--- config.mk ---
export PLATFORM = sky130hd
export DESIGN_NAME = binary_divider
export DESIGN_NICKNAME = d
export VERILOG_FILES = /design/src/rtl/binary_divider_pkg.sv /design/src/rtl/binary_divider_step.sv /design/src/rtl/binary_divider.sv
export SDC_FILE = /design/constraint.sdc
export NUM_CORES = 1
export LEC_CHECK = 0
export ABC_CLOCK_PERIOD_IN_PS = 3600
export CAP_MARGIN = 20
export CORE_UTILIZATION = 55
export DETAILED_ROUTE_END_ITERATION = 10
export PLACE_DENSITY = 0.82
export SYNTH_ARGS = -nofsm -noshare
export SYNTH_HDL_FRONTEND = slang
export SYNTH_HIERARCHICAL = 1
export SYNTH_SLANG_ARGS = --single-unit
--- constraint.sdc ---
create_clock -name clock -period 3.6 [get_ports clock]
set_clock_uncertainty 0.1 [all_clocks]
set_input_delay 0.36 -clock clock [delete_from_list [all_inputs] [get_ports clock]]
set_output_delay 0.36 -clock clock [all_outputs]
set_load 0.01 [all_outputs]
--- src/rtl/binary_divider_pkg.sv ---
// Shared definitions for the restoring shift-subtract divider.
package binary_divider_pkg;

    localparam int DIV_N = 4;

    typedef enum logic [1:0] {
        ST_IDLE = 2'd0,
        ST_RUN  = 2'd1,
        ST_DONE = 2'd2
    } state_e;

endpackage

--- src/rtl/binary_divider_step.sv ---
// One restoring-division step: shift the partial remainder/quotient left and
// keep the trial subtraction only when it does not go negative.
module div_step #(
    parameter int N = 4
) (
    input  logic [2*N-1:0] acc,
    input  logic [N-1:0]   dvsr,
    output logic [2*N:0]   acc_next
);

    logic [2*N:0] shift_s;
    logic [N:0]   trial_s;

    // Shift, trial subtract and restore on a negative result.
    always_comb begin
        shift_s = {acc, 1'b0};
        trial_s = shift_s[2*N:N] - {1'b0, dvsr};
        if (trial_s[N] == 1'b0) begin
            acc_next = {trial_s, shift_s[N-1:1], 1'b1};
        end else begin
            acc_next = shift_s;
        end
    end

endmodule

--- src/rtl/binary_divider.sv ---
// Sequential 2N/N unsigned divider, one quotient bit per clock, Start/Done handshake.
module binary_divider
    import binary_divider_pkg::*;
#(
    parameter int N = DIV_N
) (
    input  logic             clock,
    input  logic             Reset_n,
    input  logic             Start,
    input  logic [2*N-1:0]   dividend,
    input  logic [N-1:0]     divisor,
    output logic             Busy,
    output logic             Done,
    output logic             Overflow,
    output logic [N-1:0]     quotient,
    output logic [N-1:0]     remainder
);

    localparam int CW = $clog2(N + 1);

    state_e          state_r;
    logic [2*N:0]    acc_r;
    logic [N-1:0]    dvsr_r;
    logic [CW-1:0]   count_r;
    logic            ovf_r;
    logic [2*N:0]    acc_step_s;
    logic            accept_s;
    logic            ovf_now_s;

    div_step #(.N(N)) u_step (
        .acc      (acc_r[2*N-1:0]),
        .dvsr     (dvsr_r),
        .acc_next (acc_step_s)
    );

    assign accept_s  = Start && (state_r != ST_RUN);
    // A quotient wider than N bits (or a zero divisor) shows in the upper dividend half.
    assign ovf_now_s = (dividend[2*N-1:N] >= divisor);
    assign Busy      = (state_r == ST_RUN);

    // FSM, datapath registers and step counter.
    always_ff @(posedge clock or negedge Reset_n) begin
        if (!Reset_n) begin
            state_r <= ST_IDLE;
            acc_r   <= {(2*N+1){1'b0}};
            dvsr_r  <= {N{1'b0}};
            count_r <= {CW{1'b0}};
            ovf_r   <= 1'b0;
        end else if (accept_s) begin
            acc_r   <= {1'b0, dividend};
            dvsr_r  <= divisor;
            count_r <= CW'(N);
            ovf_r   <= ovf_now_s;
            state_r <= ovf_now_s ? ST_DONE : ST_RUN;
        end else if (state_r == ST_RUN) begin
            acc_r   <= acc_step_s;
            count_r <= count_r - {{(CW-1){1'b0}}, 1'b1};
            if (count_r == {{(CW-1){1'b0}}, 1'b1}) begin
                state_r <= ST_DONE;
            end else begin
                state_r <= ST_RUN;
            end
        end else begin
            state_r <= state_r;
        end
    end

    // Registered result decode; a set acc MSB in DONE is impossible and is reported as overflow.
    always_ff @(posedge clock or negedge Reset_n) begin
        if (!Reset_n) begin
            Done      <= 1'b0;
            Overflow  <= 1'b0;
            quotient  <= {N{1'b0}};
            remainder <= {N{1'b0}};
        end else if (state_r == ST_DONE) begin
            Done <= 1'b1;
            if (ovf_r || acc_r[2*N]) begin
                Overflow  <= 1'b1;
                quotient  <= {N{1'b0}};
                remainder <= {N{1'b0}};
            end else begin
                Overflow  <= 1'b0;
                quotient  <= acc_r[N-1:0];
                remainder <= acc_r[2*N-1:N];
            end
        end else begin
            Done      <= 1'b0;
            Overflow  <= 1'b0;
            quotient  <= {N{1'b0}};
            remainder <= {N{1'b0}};
        end
    end

endmodule

==> results.sh, run 1 <==
export IMPL_status="completed"
export IMPL_ctsResizeCount=0
export IMPL_die_h_um=54.75
export IMPL_ant_nets=0
export IMPL_synth_fp_nets=169
export IMPL_fmax_mhz=391.7
export IMPL_hold_path_class="in2async"
export IMPL_via_count=1083
export IMPL_final_hold_viol_count=0
export IMPL_slowest_delay_ns=0.40
export IMPL_reg2reg_depth=12
export IMPL_yosysMostFrequentCell="dfrtp_1"
export IMPL_ys_top_cells_by_count="dfrtp_1 (29), inv_1 (13), nand2_1 (12)"
export IMPL_grt_pass1_wl_mm=4.726
export IMPL_ys_flop_type="dfrtp_1"
export IMPL_start_util_pct=60.13
export IMPL_reg2reg_slack_ns=1.05
export IMPL_r2r_end="acc_r[7]"
export IMPL_clk_root_buffer_cell="clkbuf_4"
export IMPL_cp_cell_sequence="inv_1 > ha_1 > fa_1 > inv_1 > a21oi_1 > o21bai_1 > ha_1 > nand3b_1 > or3_1 > nand4_1 > nand2_1 > o21ai_0"
export IMPL_clk_pin_slew_ns=0.11
export IMPL_core_sq_um=2545
export IMPL_grt_usage_pct=23.48
export IMPL_synth_area_top_cells="dfrtp_1 (47%), ha_1 (9.0%), mux2i_1 (6.5%), and3_1 (3.7%), mux2_2 (3.7%)"
export IMPL_r2r_start="acc_r[3]"
export IMPL_cts_buffer_depth=2
export IMPL_synth_edf_count=0
export IMPL_port_buffers=25
export IMPL_cp_start_kind="register"
export IMPL_grt_antenna_before_repair=0
export IMPL_path_buf_inv=2
export IMPL_avgRoutedWirePerCell_um=14.19
export IMPL_hold_ws_ns=0.2931
export IMPL_p_leak_nw=0.8904
export IMPL_placementRows=18
export IMPL_drc=0
export IMPL_wirelength_mm=2.796
export IMPL_cp_startpoint="acc_r[3]"
export IMPL_min_period_over_period_pct=70.91
export IMPL_relSlewSlack_pct=46.23
export IMPL_vias_per_cell=5.497
export IMPL_synthArstFlopShare_pct=100.0
export IMPL_min_period_ns=2.553
export IMPL_cts_setup_buffers=0
export IMPL_cp_max_fo=9
export IMPL_cts_max_level=2
export IMPL_num_antenna_cells=0
export IMPL_synth_seq_cells=29
export IMPL_setup_tns_ns=0
export IMPL_nets=193
export IMPL_grt_ovfl_total=0
export IMPL_grt_pass1_vias=1023
export IMPL_cts_tree="yes"
export IMPL_place_gp_congestion=0.8904
export IMPL_tightestPinTransition_ns=0.8041
export IMPL_slew_viol_final=0
export IMPL_drt_pass1_iterations=4
export IMPL_yosysSeqAreaShare_pct=47.42
export IMPL_grt_max_degree=30
export IMPL_cts_buffers=5
export IMPL_die_w_um=54.75
export IMPL_syn_instance_count=142
export IMPL_maxCapViolations=0
export IMPL_cp_required_ns=3.75
export IMPL_synth_cell_types=33
export IMPL_worst_setup_path_end_kind="register"
export IMPL_critPathArrivalTime_ns=2.71
export IMPL_critPathTopFamily="adder cells"
export IMPL_syn_avg_cell_area_sq_um=10.78
export IMPL_clk_insertion_delay_late_ns=0.34
export IMPL_cts_sinks=29
export IMPL_syn_to_final_growth_pct=18.72
export IMPL_path_class="reg2reg"
export IMPL_cp_slowest_cell="fa_1"
export IMPL_peakVddDrop_mv=0.4954
export IMPL_drt_initial_drc_count=17
export IMPL_dieArea_sq_um=2997
export IMPL_netlist_area_sq_um=1530
export IMPL_synth_top_cell_area_share_pct=47.42
export IMPL_drive_gt1_share_pct=10.18
export IMPL_setup_violations=0
export IMPL_ys_warn_count=6
export IMPL_yosysTopAreaCell="dfrtp_1"
export IMPL_rsz0062_at_grt="no"
export IMPL_powerDensity_nw_per_um2=798.2
export IMPL_dp_final_hpwl_mm=2.064
export IMPL_io_pins=26
export IMPL_postCtsHoldBufs=0
[where the power goes]
group	leakage, nW	switching, W	internal (W)
combinational	0.497	0.000355	0.000356
sequential	0.363	0.0000920	0.000452
clock	0.0310	0.000122	0.0000735
[registers in the layout, indices dropped and copies added, names as in the netlist]
register   count
acc_r          9
dvsr_r         4
quotient       4
remainder      4
count_r        3
state_r        2
Done           1
Overflow       1
ovf_r          1
[area by class of cell]
type                       count  area [sq um]
clock buffer                   5         37.54
clock inverter                 3         17.52
fill                         198         728.2
inverter                      14         52.55
multi-input combinational     90         688.2
sequential                    29         725.7
tap                           30         37.54
timing repair buffer          26         257.7
[logic make-up (layout without fill, tap and decap cells)]
group,Yosys count,after routing,share of synthesized area [%]
DFF,29,29,47.42
buffers and inverters,23,48,7.603
xor gates and xnor gates,1,1,0.5725
muxes,15,15,10.22
AOI/OAI and AO/OA,24,24,9.405
adders and majority gates,12,12,10.30
and+or+nand+nor,38,38,14.47
[layer usage]
| layer | up-vias | routed length [um] | track usage (%) |
|---|---|---|---|
| met5 | - | 0 | 0 |
| met4 | 0 | 29 | 9.402 |
| met3 | 4 | 151 | 7.500 |
| met2 | 30 | 1375 | 38.35 |
| met1 | 512 | 1240 | 28.30 |
| li1 | 537 | - | - |
[metrics by stage]
step	area (sq um)	power, W	std cells	utilization (%)	setup WS (ns)
final	1817	0.001450	197	71.39	1.047
after detailed placement	1762	0.001261	189	69.22	1.084
after floorplan	1530	0.001103	142	-	1.300
after CTS	1817	0.001457	197	71.39	1.058
after global placement	1762	0.001217	189	69.22	1.231
after global routing	1817	0.001585	197	71.39	0.8604
[how the worst max path moves through the flow]
stage | to | depth (start not counted) | slack, ns
after detailed placement | acc_r[7] | 12 | 1.08
after global placement | acc_r[7] | 12 | 1.23
after floorplan | acc_r[7] | 13 | 1.30
final | acc_r[7] | 12 | 1.05
after CTS | acc_r[7] | 12 | 1.06
after global routing | acc_r[7] | 12 | 0.86
[cells in the final DEF, fill, tap and decap left out, drive strengths merged]
| cell type | count |
|---|---|
| nand3b | 2 |
| o2111ai | 2 |
| a2bb2oi | 1 |
| buf | 1 |
| o21bai | 1 |
| o21a | 1 |
| nand2 | 12 |
| clkinv | 2 |
| a31oi | 1 |
| nand2b | 3 |
| and3 | 9 |
| ha | 11 |
| dfrtp | 29 |
| nor2b | 3 |
| a22o | 1 |
| clkinvlp | 1 |
| a211oi | 1 |
| inv | 14 |
| fa | 1 |
| nor4bb | 1 |
| o21ai | 10 |
| mux2 | 5 |
| or3b | 1 |
| nor2 | 2 |
| or3 | 3 |
| nand4 | 1 |
| xnor2 | 1 |
| clkdlybuf4s50 | 25 |
| and3b | 1 |
| mux2i | 10 |
| a21oi | 6 |
| clkbuf | 5 |
Note: power is estimated with default switching activity, not from simulation.
==> run 2, diff against run 1 <==
--- a/config.mk
+++ b/config.mk
@@ -5,11 +5,11 @@
 export SDC_FILE = /design/constraint.sdc
 export NUM_CORES = 1
 export LEC_CHECK = 0
-export ABC_CLOCK_PERIOD_IN_PS = 3600
+export ABC_CLOCK_PERIOD_IN_PS = 2100
 export CAP_MARGIN = 20
-export CORE_UTILIZATION = 55
+export CORE_UTILIZATION = 47
 export DETAILED_ROUTE_END_ITERATION = 10
-export PLACE_DENSITY = 0.82
+export PLACE_DENSITY = 0.75
 export SYNTH_ARGS = -nofsm -noshare
 export SYNTH_HDL_FRONTEND = slang
 export SYNTH_HIERARCHICAL = 1
==> constraint.sdc (replaced) <==
create_clock -name clock -period 2.1 [get_ports clock]
set_clock_uncertainty 0.1 [all_clocks]
set_input_delay 0.21 -clock clock [delete_from_list [all_inputs] [get_ports clock]]
set_output_delay 0.21 -clock clock [all_outputs]
set_load 0.01 [all_outputs]
==> results.sh, run 2 (synthesis results as in run 1) <==
export IMPL_design_area_sq_um=2002
export IMPL_cts_buffers=5
export IMPL_cts_max_level=2
export IMPL_critPathArrivalTime_ns=2.39
export IMPL_ant_nets=0
export IMPL_slew_viol_final=0
export IMPL_avgRoutedWirePerCell_um=13.61
export IMPL_syn_to_final_growth_pct=30.83
export IMPL_drt_pass1_iterations=4
export IMPL_layout_commonest_cell="dfrtp_1"
export IMPL_cp_required_ns=2.21
export IMPL_grt_usage_pct=20.36
export IMPL_cp_startpoint="acc_r[3]"
export IMPL_start_util_pct=49.72
export IMPL_die_h_um=59.06
export IMPL_largest_register="acc_r"
export IMPL_grt_pass1_wl_mm=5.133
export IMPL_cts_tree="yes"
export IMPL_final_hold_viol_count=0
export IMPL_min_period_over_period_pct=108.4
export IMPL_clk_pin_slew_ns=0.09
export IMPL_pre_cts_ws_ns=-0.2319
export IMPL_grt_pass1_vias=1145
export IMPL_grt_ovfl_total=0
export IMPL_cts_buffer_depth=2
export IMPL_powerDensity_nw_per_um2=1534
export IMPL_p_leak_nw=0.9762
export IMPL_path_class="reg2reg"
export IMPL_cp_start_kind="register"
export IMPL_nets=205
export IMPL_drt_initial_drc_count=17
export IMPL_num_antenna_cells=0
export IMPL_grt_max_degree=30
export IMPL_drive_gt1_share_pct=18.99
export IMPL_postCtsHoldBufs=0
export IMPL_violations="setup timing"
export IMPL_worst_setup_path_end_kind="register"
export IMPL_largest_reg_flops=9
export IMPL_rsz0062_at_grt="yes"
export IMPL_peakVddDrop_mv=0.7696
export IMPL_cts_sinks=29
export IMPL_dieArea_sq_um=3488
export IMPL_setup_tns_ns=-0.6502
export IMPL_hold_path_class="in2async"
export IMPL_tightestPinTransition_ns=0.5808
export IMPL_dp_final_hpwl_mm=2.279
export IMPL_grt_antenna_before_repair=0
export IMPL_r2r_start="acc_r[3]"
export IMPL_relSlewSlack_pct=61.20
export IMPL_status="finished with violations"
export IMPL_place_area_sq_um=1852
export IMPL_drc=0
export IMPL_fmax_mhz=439.2
export IMPL_core_sq_um=3078
export IMPL_setup_ws_ns=-0.1769
export IMPL_port_buffers=25
export IMPL_setup_violations=5
export IMPL_wirelength_mm=3.035
export IMPL_clk_insertion_delay_late_ns=0.32
export IMPL_cp_max_fo=5
export IMPL_via_count=1172
export IMPL_vias_per_cell=5.256
export IMPL_mostFrequentLayoutCells="dfrtp_1 (29), clkdlybuf4s50_1 (25), buf_4 (13)"
export IMPL_io_pins=26
export IMPL_fin_util_pct=65.04
export IMPL_placementRows=20
export IMPL_die_w_um=59.06
export IMPL_clk_root_buffer_cell="clkbuf_4"
export IMPL_min_period_ns=2.277
export IMPL_place_gp_congestion=0.8368
export IMPL_maxCapViolations=0
==> run 2: cell types whose count changed in the layout (fill, tap and decap cells not counted), moves of 2 or more <==
cell,before,now
buf_4,1,13
inv_1,13,11
inv_2,1,3
bufinv_16,0,2
o21ai_0,10,8
o21ai_1,0,2
==> run 2: cell type report <==
type | instances | area, sq um
Inverter | 14 | 52.55
Clock inverter | 3 | 65.06
Tap cell | 44 | 55.05
Fill cell | 243 | 1076
Multi-Input combinational cell | 90 | 718.2
Timing Repair Buffer | 38 | 347.8
Clock buffer | 5 | 37.54
Sequential cell | 29 | 725.7
==> run 2: worst max-delay path, stage by stage (launching register included) <==
cell and delay, ns:
dfrtp_1 0.38, inv_2 0.06, ha_4 0.16, fa_2 0.35, inv_2 0.06, a21oi_1 0.05, o21bai_1 0.13, ha_1 0.30
nor4bb_4 0.18, a31oi_1 0.17, nand4_1 0.11, nand2_1 0.07, o21ai_1 0.06
==> run 2: through the flow <==
step,hold WS [ns],total power [W],instances
finish,0.1541,0.003071,223
global route,0.1801,0.003283,223
global placement,0.3505,0.002236,212
detailed placement,0.3639,0.002316,212
floorplan,-0.1856,0.001903,142
CTS,0.1581,0.003059,223
==> run 2: worst paths after layout <==
| kind | endpoint | slack [ns] | depth (start not counted) |
|---|---|---|---|
| worst max-delay path | acc_r[7] | -0.18 | 12 |
| worst min-delay path | remainder[2] | 0.15 | 2 |
| worst max register to register | acc_r[7] | -0.18 | 12 |
| worst min register to register | count_r[2] | 0.37 | 1 |
| max in group asynchronous | dvsr_r[1] | 1.47 | 2 |
| min in group clock | count_r[2] | 0.37 | 1 |
==> run 2: what timing repair did <==
| item | in CTS | in global routing |
|---|---|---|
| buffers inserted | 3 | 0 |
| setup endpoints to repair | 5 | 5 |
| hold endpoints to repair | 0 | 0 |
| pin swaps | 4 | 0 |
| resized for setup | 4 | 1 |
==> run 2: power breakdown <==
group	internal, W	switching, W
combinational	0.000853	0.000738
sequential	0.000774	0.000139
clock	0.000369	0.000198
total	0.00200	0.00108
==> run 2: per-layer routing <==
| layer | share of wire, % | wire, um | global-route usage (%) | up-vias |
|---|---|---|---|---|
| li1 | - | - | - | 559 |
| met2 | 52 | 1587 | 36.20 | 32 |
| met5 | 0 | 0 | 0 | - |
| met1 | 43 | 1298 | 23.08 | 577 |
| met3 | 4.0 | 121 | 6.332 | 4 |
| met4 | 0.92 | 28 | 6.803 | 0 |
==> RTL edit: new RTL, settings of run 2 <==
Set the package constant `DIV_N` to 8 (it was 4).
--- a/src/rtl/binary_divider_pkg.sv
+++ b/src/rtl/binary_divider_pkg.sv
@@ -1,7 +1,7 @@
 // Shared definitions for the restoring shift-subtract divider.
 package binary_divider_pkg;
 
-    localparam int DIV_N = 4;
+    localparam int DIV_N = 8;
 
     typedef enum logic [1:0] {
         ST_IDLE = 2'd0,
Interface: changed (resized dividend, divisor, quotient and remainder); port bits go from 26 to 46. The function was not compared with the original's and may differ.
==> RTL edit against run 2 <==
The flow still finishes with violations (setup timing); non-clock buffer count rose by 48; wire length rose by 110%; design area rose by 84%; combinational power rose to 2.8 times the old value; maximum frequency fell by 12%; power rose by 120%; global-route usage rose by 1.3 points; area after synthesis rose by 79%; sequential cell count rose by 21; setup slack got worse by 0.33 ns; largest power group unchanged.
==> RTL edit: results <==
metrics = {
    "placed_design": {
        "numPortBuffers": 45,
        "gp_congestion": 0.930,
        "dpl.hpwl_mm": 4.44,
    },
    "grt": {
        "met2_usage_pct": 35.6,
        "track_usage_pct": 21.7,
        "met1_usage_pct": 29.1,
        "grt_pass1_wl_mm": 10.4,
        "grt_pass1_vias": 2165,
        "use_met3_pct": 3.84,
    },
    "worst_setup_path": {
        "cp_data_arrival_time_ns": 2.75,
    },
    "timing": {
        "tns_ns": -3.27,
        "tightestPinTransition_ns": 0.910,
        "final-setup-viol-count": 9,
        "layout_setup_ws_ns": -0.502,
    },
    "yosys": {
        "synth_seq_area_share_pct": 45.6,
        "synthTopCellsByArea": "dfrtp_1 (46%), ha_1 (8.7%), mux2i_1 (6.9%)",
        "syn_avg_cell_area_um2": 9.83,
        "synth_fp_nets": 326,
    },
    "drt": {
        "wl_per_cell_um": 14.7,
        "drt_iter0_drc": 129,
    },
    "layout": {
        "stdcell_count": 426,
        "nets": 400,
        "drive_gt1_share_pct": 20.1,
        "largest_reg_flops": 17,
    },
    "power": {
        "pwr-share-seq_pct": 23.5,
        "swShare_pct": 43.3,
        "leakage_uw": 0.00181,
        "ir_drop_mv": 1.04,
        "comb_cell_power_uw": 4510,
    },
    "clock_network": {
        "root_buffer": "clkbuf_8",
    },
    "status": {
        "status": "finished, violations left",
        "violations": "setup timing",
    },
}
## RTL edit: cell count changes in the layout (fill, tap and decap cells not counted), moves of 9 or more
cell             before  now
inv_1                11   20
buf_4                13   38
clkdlybuf4s50_1      25   44
mux2i_1              10   19
nand2_1              12   31
dfrtp_1              29   50
o21ai_0               8   23
## RTL edit: logic make-up (layout without fill, tap and decap cells)
group | Yosys count | after routing | synth area share [%]
multiplexers | 22 | 22 | 8.17
AO/OA/AOI/OAI | 63 | 63 | 14.3
flip-flops | 50 | 50 | 45.6
XOR/XNOR | 2 | 2 | 0.639
buffers and inverters | 42 | 117 | 7.53
AND/OR/NAND/NOR | 80 | 80 | 14.3
adder cells (fa/ha/maj) | 20 | 20 | 9.40
## RTL edit: final cells by class
cell class,instances,area (µm²)
fillers,452,1900
multi-input cells,187,1380
flip-flops and latches,50,1250
repair buffers,86,767
inverters,23,93.8
well taps,72,90.1
clock buffers,5,68.8
clock inverters,3,28.8
## RTL edit: worst paths after layout
check / startpoint / to / slack (ns) / depth (start not counted)
hold reg to reg: count_r[3]$_DFFE_PN0P_ / count_r[3]$_DFFE_PN0P_ / 0.38 / 1
max in group asynchronous: Reset_n / count_r[0]$_DFFE_PN0P_ / 1.06 / 3
setup / recovery: dvsr_r[0]$_DFFE_PN0P_ / acc_r[14]$_DFFE_PN0P_ / -0.50 / 12
hold / removal: divisor[7] / dvsr_r[7]$_DFFE_PN0P_ / 0.38 / 3
setup reg to reg: dvsr_r[0]$_DFFE_PN0P_ / acc_r[14]$_DFFE_PN0P_ / -0.50 / 12
min in group asynchronous: Reset_n / acc_r[3]$_DFFE_PN0P_ / 0.41 / 3
## RTL edit: what timing repair did
action	CTS	global route
pin swaps	1	7
endpoints found under the hold margin	50	0
resized for setup	13	15
setup endpoints to repair	9	9
hold buffers	1	0
buffers inserted	4	0
## RTL edit: layer usage
metal	vias to the layer above	routed length (µm)	share of wire, %
li1	1117	-	-
met1	1080	2740	44
met2	73	3120	50
met3	13	279	4.5
met4	0	129	2.1
met5	-	0	0
## RTL edit: critical path, cell delays in order (launching register included)
cell     delay (ns)
dfrtp_1        0.42
ha_4           0.18
fa_2           0.38
nor2b_4        0.12
o31a_1         0.16
o21ai_2        0.06
a21oi_2        0.16
ha_4           0.19
nand2_1        0.08
or4_1          0.45
nand3_1        0.11
nand2_1        0.06
o21ai_1        0.07
## RTL edit: through the flow
| step | util, % | setup slack [ns] |
|---|---|---|
| 6_report | 66.0 | -0.502 |
| 5_1_grt | 66.0 | -0.572 |
| 4_1_cts | 64.8 | -0.455 |
| 3_5_place_dp | 61.6 | -0.462 |
| 3_3_place_gp | 61.6 | -0.414 |
| 2_1_floorplan | - | -0.360 |
